<file path="config.mk">
export PLATFORM = sky130hd
export DESIGN_NAME = branch_resolve_unit
export DESIGN_NICKNAME = d
export VERILOG_FILES = /design/src/rtl/branch_resolve_unit.sv
export SDC_FILE = /design/constraint.sdc
export NUM_CORES = 1
export LEC_CHECK = 0
export CORE_MARGIN = 10
export CORE_UTILIZATION = 45
export CTS_CLUSTER_DIAMETER = 100
export CTS_CLUSTER_SIZE = 40
export DETAILED_ROUTE_END_ITERATION = 7
export DONT_BUFFER_PORTS = 1
export PLACE_DENSITY = 0.57
export SYNTH_ARGS = -nofsm -noshare
export SYNTH_HDL_FRONTEND = slang
export SYNTH_SLANG_ARGS = --single-unit
</file>
<file path="constraint.sdc">
create_clock -name clk -period 3.8 [get_ports clk]
set_clock_uncertainty 0.15 [all_clocks]
set_input_delay 0.76 -clock clk [delete_from_list [all_inputs] [get_ports clk]]
set_output_delay 0.76 -clock clk [all_outputs]
set_load 0.01 [all_outputs]
</file>
<file path="src/rtl/branch_resolve_unit.sv">
// Execute-stage branch/JAL/JALR resolution with redirect handshake and flush.
// Optional BRANCH_STATS_EN adds saturating taken/not-taken branch counters.
module branch_resolve_unit #(
   parameter int XLEN         = 32,
   parameter int FLUSH_CYCLES = 2
) (
   input  logic            clk,
   input  logic            rst_n,
   input  logic            in_valid,
   output logic            in_ready,
   input  logic            is_branch,
   input  logic            is_jal,
   input  logic            is_jalr,
   input  logic [2:0]      funct3,
   input  logic            beq,
   input  logic            bne,
   input  logic            blt,
   input  logic            bge,
   input  logic            bltu,
   input  logic            bgeu,
   input  logic [XLEN-1:0] pc,
   input  logic [XLEN-1:0] imm,
   input  logic [XLEN-1:0] rs1,
   output logic            res_valid,
   output logic            taken,
   output logic [XLEN-1:0] link,
   output logic            redirect_valid,
   input  logic            redirect_ready,
   output logic [XLEN-1:0] redirect_pc,
   output logic            flush,
   output logic            misalign_exc,
`ifdef BRANCH_STATS_EN
   input  logic            stat_clr,
   output logic [31:0]     stat_taken,
   output logic [31:0]     stat_not_taken,
`endif
   output logic            illegal_br
);

   typedef enum logic [1:0] {
      IDLE,
      REDIRECT,
      FLUSH
   } state_t;

   state_t          state;
   logic [3:0]      cnt;
   logic            accept;
   logic            cond;
   logic            illegal;
   logic            is_taken;
   logic            misal;
   logic [XLEN-1:0] target;
   logic [XLEN-1:0] sum;
   logic [XLEN-1:0] link_nx;

   assign in_ready = rst_n && (state == IDLE);
   assign accept   = in_valid && in_ready;

   always_comb begin
      cond = 1'b0;
      case (funct3)
         3'b000:  cond = beq;
         3'b001:  cond = bne;
         3'b100:  cond = blt;
         3'b101:  cond = bge;
         3'b110:  cond = bltu;
         3'b111:  cond = bgeu;
         default: cond = 1'b0;
      endcase
   end

   assign illegal = is_branch && (funct3[2:1] == 2'b01);

   always_comb begin
      sum    = is_jalr ? (rs1 + imm) : (pc + imm);
      target = sum;
      if (is_jalr)
         target[0] = 1'b0;
   end

   assign is_taken = is_jal || is_jalr || (is_branch && cond);
   assign misal    = is_taken && target[1];
   assign link_nx  = (is_jal || is_jalr) ? (pc + XLEN'(4)) : '0;

   always_ff @(posedge clk or negedge rst_n) begin
      if (!rst_n) begin
         state          <= IDLE;
         cnt            <= '0;
         res_valid      <= 1'b0;
         taken          <= 1'b0;
         link           <= '0;
         misalign_exc   <= 1'b0;
         illegal_br     <= 1'b0;
         redirect_valid <= 1'b0;
         redirect_pc    <= '0;
         flush          <= 1'b0;
      end else begin
         res_valid    <= accept;
         taken        <= accept && is_taken;
         link         <= accept ? link_nx : '0;
         misalign_exc <= accept && misal;
         illegal_br   <= accept && illegal;
         case (state)
            IDLE: begin
               if (accept && is_taken && !misal) begin
                  state          <= REDIRECT;
                  redirect_valid <= 1'b1;
                  redirect_pc    <= target;
               end
            end
            REDIRECT: begin
               if (redirect_ready) begin
                  state          <= FLUSH;
                  redirect_valid <= 1'b0;
                  flush          <= 1'b1;
                  cnt            <= 4'(FLUSH_CYCLES);
               end
            end
            FLUSH: begin
               // counter value 1 marks the last flush cycle
               if (cnt <= 4'd1) begin
                  state <= IDLE;
                  flush <= 1'b0;
                  cnt   <= '0;
               end else begin
                  cnt <= cnt - 4'd1;
               end
            end
            default: begin
               state          <= IDLE;
               redirect_valid <= 1'b0;
               flush          <= 1'b0;
               cnt            <= '0;
            end
         endcase
      end
   end

`ifdef BRANCH_STATS_EN
   always_ff @(posedge clk or negedge rst_n) begin
      if (!rst_n) begin
         stat_taken     <= '0;
         stat_not_taken <= '0;
      end else if (stat_clr) begin
         stat_taken     <= '0;
         stat_not_taken <= '0;
      end else if (accept && is_branch) begin
         if (is_taken) begin
            if (stat_taken != 32'hFFFF_FFFF)
               stat_taken <= stat_taken + 32'd1;
         end else begin
            if (stat_not_taken != 32'hFFFF_FFFF)
               stat_not_taken <= stat_not_taken + 32'd1;
         end
      end
   end
`endif

endmodule

</file>
==> impl_metrics.ini <==
[outcome]
status = finished clean

[timing]
tightest_slew_ns = 0.891
final-hold-violation-count = 0
finalSetupViolCount = 0
fin_tns_setup_ns = 0
relSlewSlack = 0.404
period_share = 0.837
rsz0062_at_grt = no
slew_violations = 0
period_needed_ns = 3.18
max_freq_mhz = 314

[critical_path]
path_class = primary input to flip-flop
cp-end-kind = flip-flop
required_ns = 3.84
critical_path_arrival_ns = 3.22
start_kind = primary input
worstPathMaxFanout = 36

[cells_and_area]
final_common_cell = dfrtp_1
final_net_count = 766
syn_to_final_growth_pct = 8.26
final_cell_mix = dfrtp_1 (76), nand2_1 (69), nor2_1 (55)
final_area_sq_mm = 0.00599
drive_gt1_frac = 0.105

[global_routing]
track_usage = 0.199
grt_pass1_vias = 4622
grt_max_degree = 77
grt_pass1_wl_microns = 26400
overflow = 0
antenna_found_initial = 3

[place]
dpl.hpwl_microns = 13600
port_buffers = 0
placed_area_sq_mm = 0.00561
place_congestion = 0.907

[floorplan]
num_io_pins = 183
start_util = 0.460
core-area_sq_mm = 0.0120
dieArea_sq_mm = 0.0171
fp-row-count = 40
chipHeight_microns = 131
die_w_microns = 131

[routing]
drt_pass1_iterations = 5
drtIter0Drc = 508
via_per_inst = 5.98
ant_nets = 0
post-route-drc-count = 0
drt_wl_total_microns = 17100
wire_per_inst_microns = 22.2
num_vias = 4612

[clock_tree]
numCtsBuffers = 9
clock-sinks = 76
holdBufCountCts = 1
cts_repair_resize_count = 0
clock_path_buffers = 2
insertion_delay_ns = 0.34
cts_setup_buffers = 0
cts_tree = built
h-tree-depth = 3
ctsRootBufferMaster = clkbuf_16
clkTransAtPathRegs_ns = 0.06

[yosys]
syn-instance-count = 631
avgSynthCellArea_sq_um = 8.76
synthFlopType = dfrtp_1
synth-seq-cells = 76
synth.distinct_cells = 64
async_reset_ff_frac = 1.00
syn-cell-area_sq_mm = 0.00553
synth_nets = 781
synth-seq-area-share = 0.344
yosysWarnings = 0
synth_edf_count = 0

[pwr]
p_leak_nw = 2.58
power_per_cell_area_mw_per_mm2 = 531
peakVddDrop_v = 0.000225

[flow_run]
drv_cap = 0

[min_path]
hold_class = primary input to async pin
final timing paths:
| kind | from | slack (ns) | to | cells past startpoint |
|---|---|---|---|---|
| max in group asynchronous | rst_n | 3.03 | redirect_pc[18] | 1 |
| hold reg to reg | cnt[1] | 0.36 | cnt[1] | 2 |
| hold / removal | rst_n | 0.18 | link[15] | 1 |
| setup / recovery | is_jalr | 0.62 | redirect_pc[30] | 9 |
| min in group clk | pc[2] | 0.33 | link[2] | 1 |
| setup reg to reg | state[1] | 1.06 | redirect_pc[18] | 10 |
layout make-up:
cell class,instances,area [sq um]
tap,147,184
timing repair buffer,4,50.0
clock inverter,6,113
antenna,3,7.51
clock buffer,10,229
multi-input combinational,510,3450
inverter,15,56.3
sequential,76,1900
fill,1135,6020
sequential cells by signal (all words and copies together) (netlist names):
| signal | count |
|---|---|
| redirect_pc | 32 |
| res_valid | 1 |
| taken | 1 |
| misalign_exc | 1 |
| redirect_valid | 1 |
| link | 32 |
| illegal_br | 1 |
| cnt | 4 |
| flush | 1 |
| state | 2 |
critical path, stage by stage:
cell and delay (ns):
mux2_2 0.34, ha_1 0.37, a21oi_1 0.29, o22ai_1 0.16, o41ai_1 0.42, o21ai_0 0.31
a31oi_1 0.25, mux2i_1 0.20, o211ai_1 0.10
where the power goes:
part           switching (mW)  internal [mW]  total (mW)
sequential              0.265           1.03        1.30
clock                   0.352          0.643       0.995
combinational           0.525          0.362       0.887
cell families after synthesis:
kind of cell	after synthesis	share of synthesized area
simple gates	223	0.192
compound gates	166	0.193
flops	76	0.344
xor+xnor	45	0.0713
buf+inv	45	0.0344
mux	38	0.0781
fa+ha+maj	38	0.0873
Yosys cell counts (all sizes together), types with 3 or more instances:
library cell  number  area share
dfrtp             76        0.34
nand2             69       0.047
nor2              55       0.037
o21ai             54       0.050
a21oi             46       0.042
ha                37       0.084
mux2              31       0.063
xor2              29       0.046
nand3             25       0.023
clkbuf            17       0.012
xnor2             16       0.025
inv               15       0.010
and3              13       0.015
buf               13       0.013
nor3              13       0.012
nand4             12       0.014
o211ai            10       0.014
or3               10       0.011
a21o               8       0.011
o21a               7       0.011
and2               6      0.0072
mux2i              6       0.011
a31oi              5      0.0057
and4               5      0.0079
o21bai             5      0.0068
nand2b             4      0.0045
o2111ai            4      0.0075
o31ai              4      0.0054
o311ai             3      0.0048
per-layer routing:
metal	track usage	vias up	wire length (microns)
met1	0.239	2160	7060
met3	0.0536	20	1370
met2	0.335	184	8390
met4	0.0733	0	307
li1	-	2248	-
met5	0	-	0
metrics by stage:
step | power, mW | hold WS, ns | worst slack [ns] | cells | util
3_3_place_gp | 2.16 | 0.317 | 0.405 | 751 | 0.467
4_1_cts | 3.21 | 0.180 | 0.701 | 768 | 0.498
2_1_floorplan | 1.94 | 0.314 | 0.119 | 631 | -
3_5_place_dp | 2.17 | 0.317 | 0.340 | 751 | 0.467
5_1_grt | 3.40 | 0.194 | 0.357 | 770 | 0.498
6_report | 3.18 | 0.177 | 0.619 | 771 | 0.498
(Power assumes the default switching activity.)
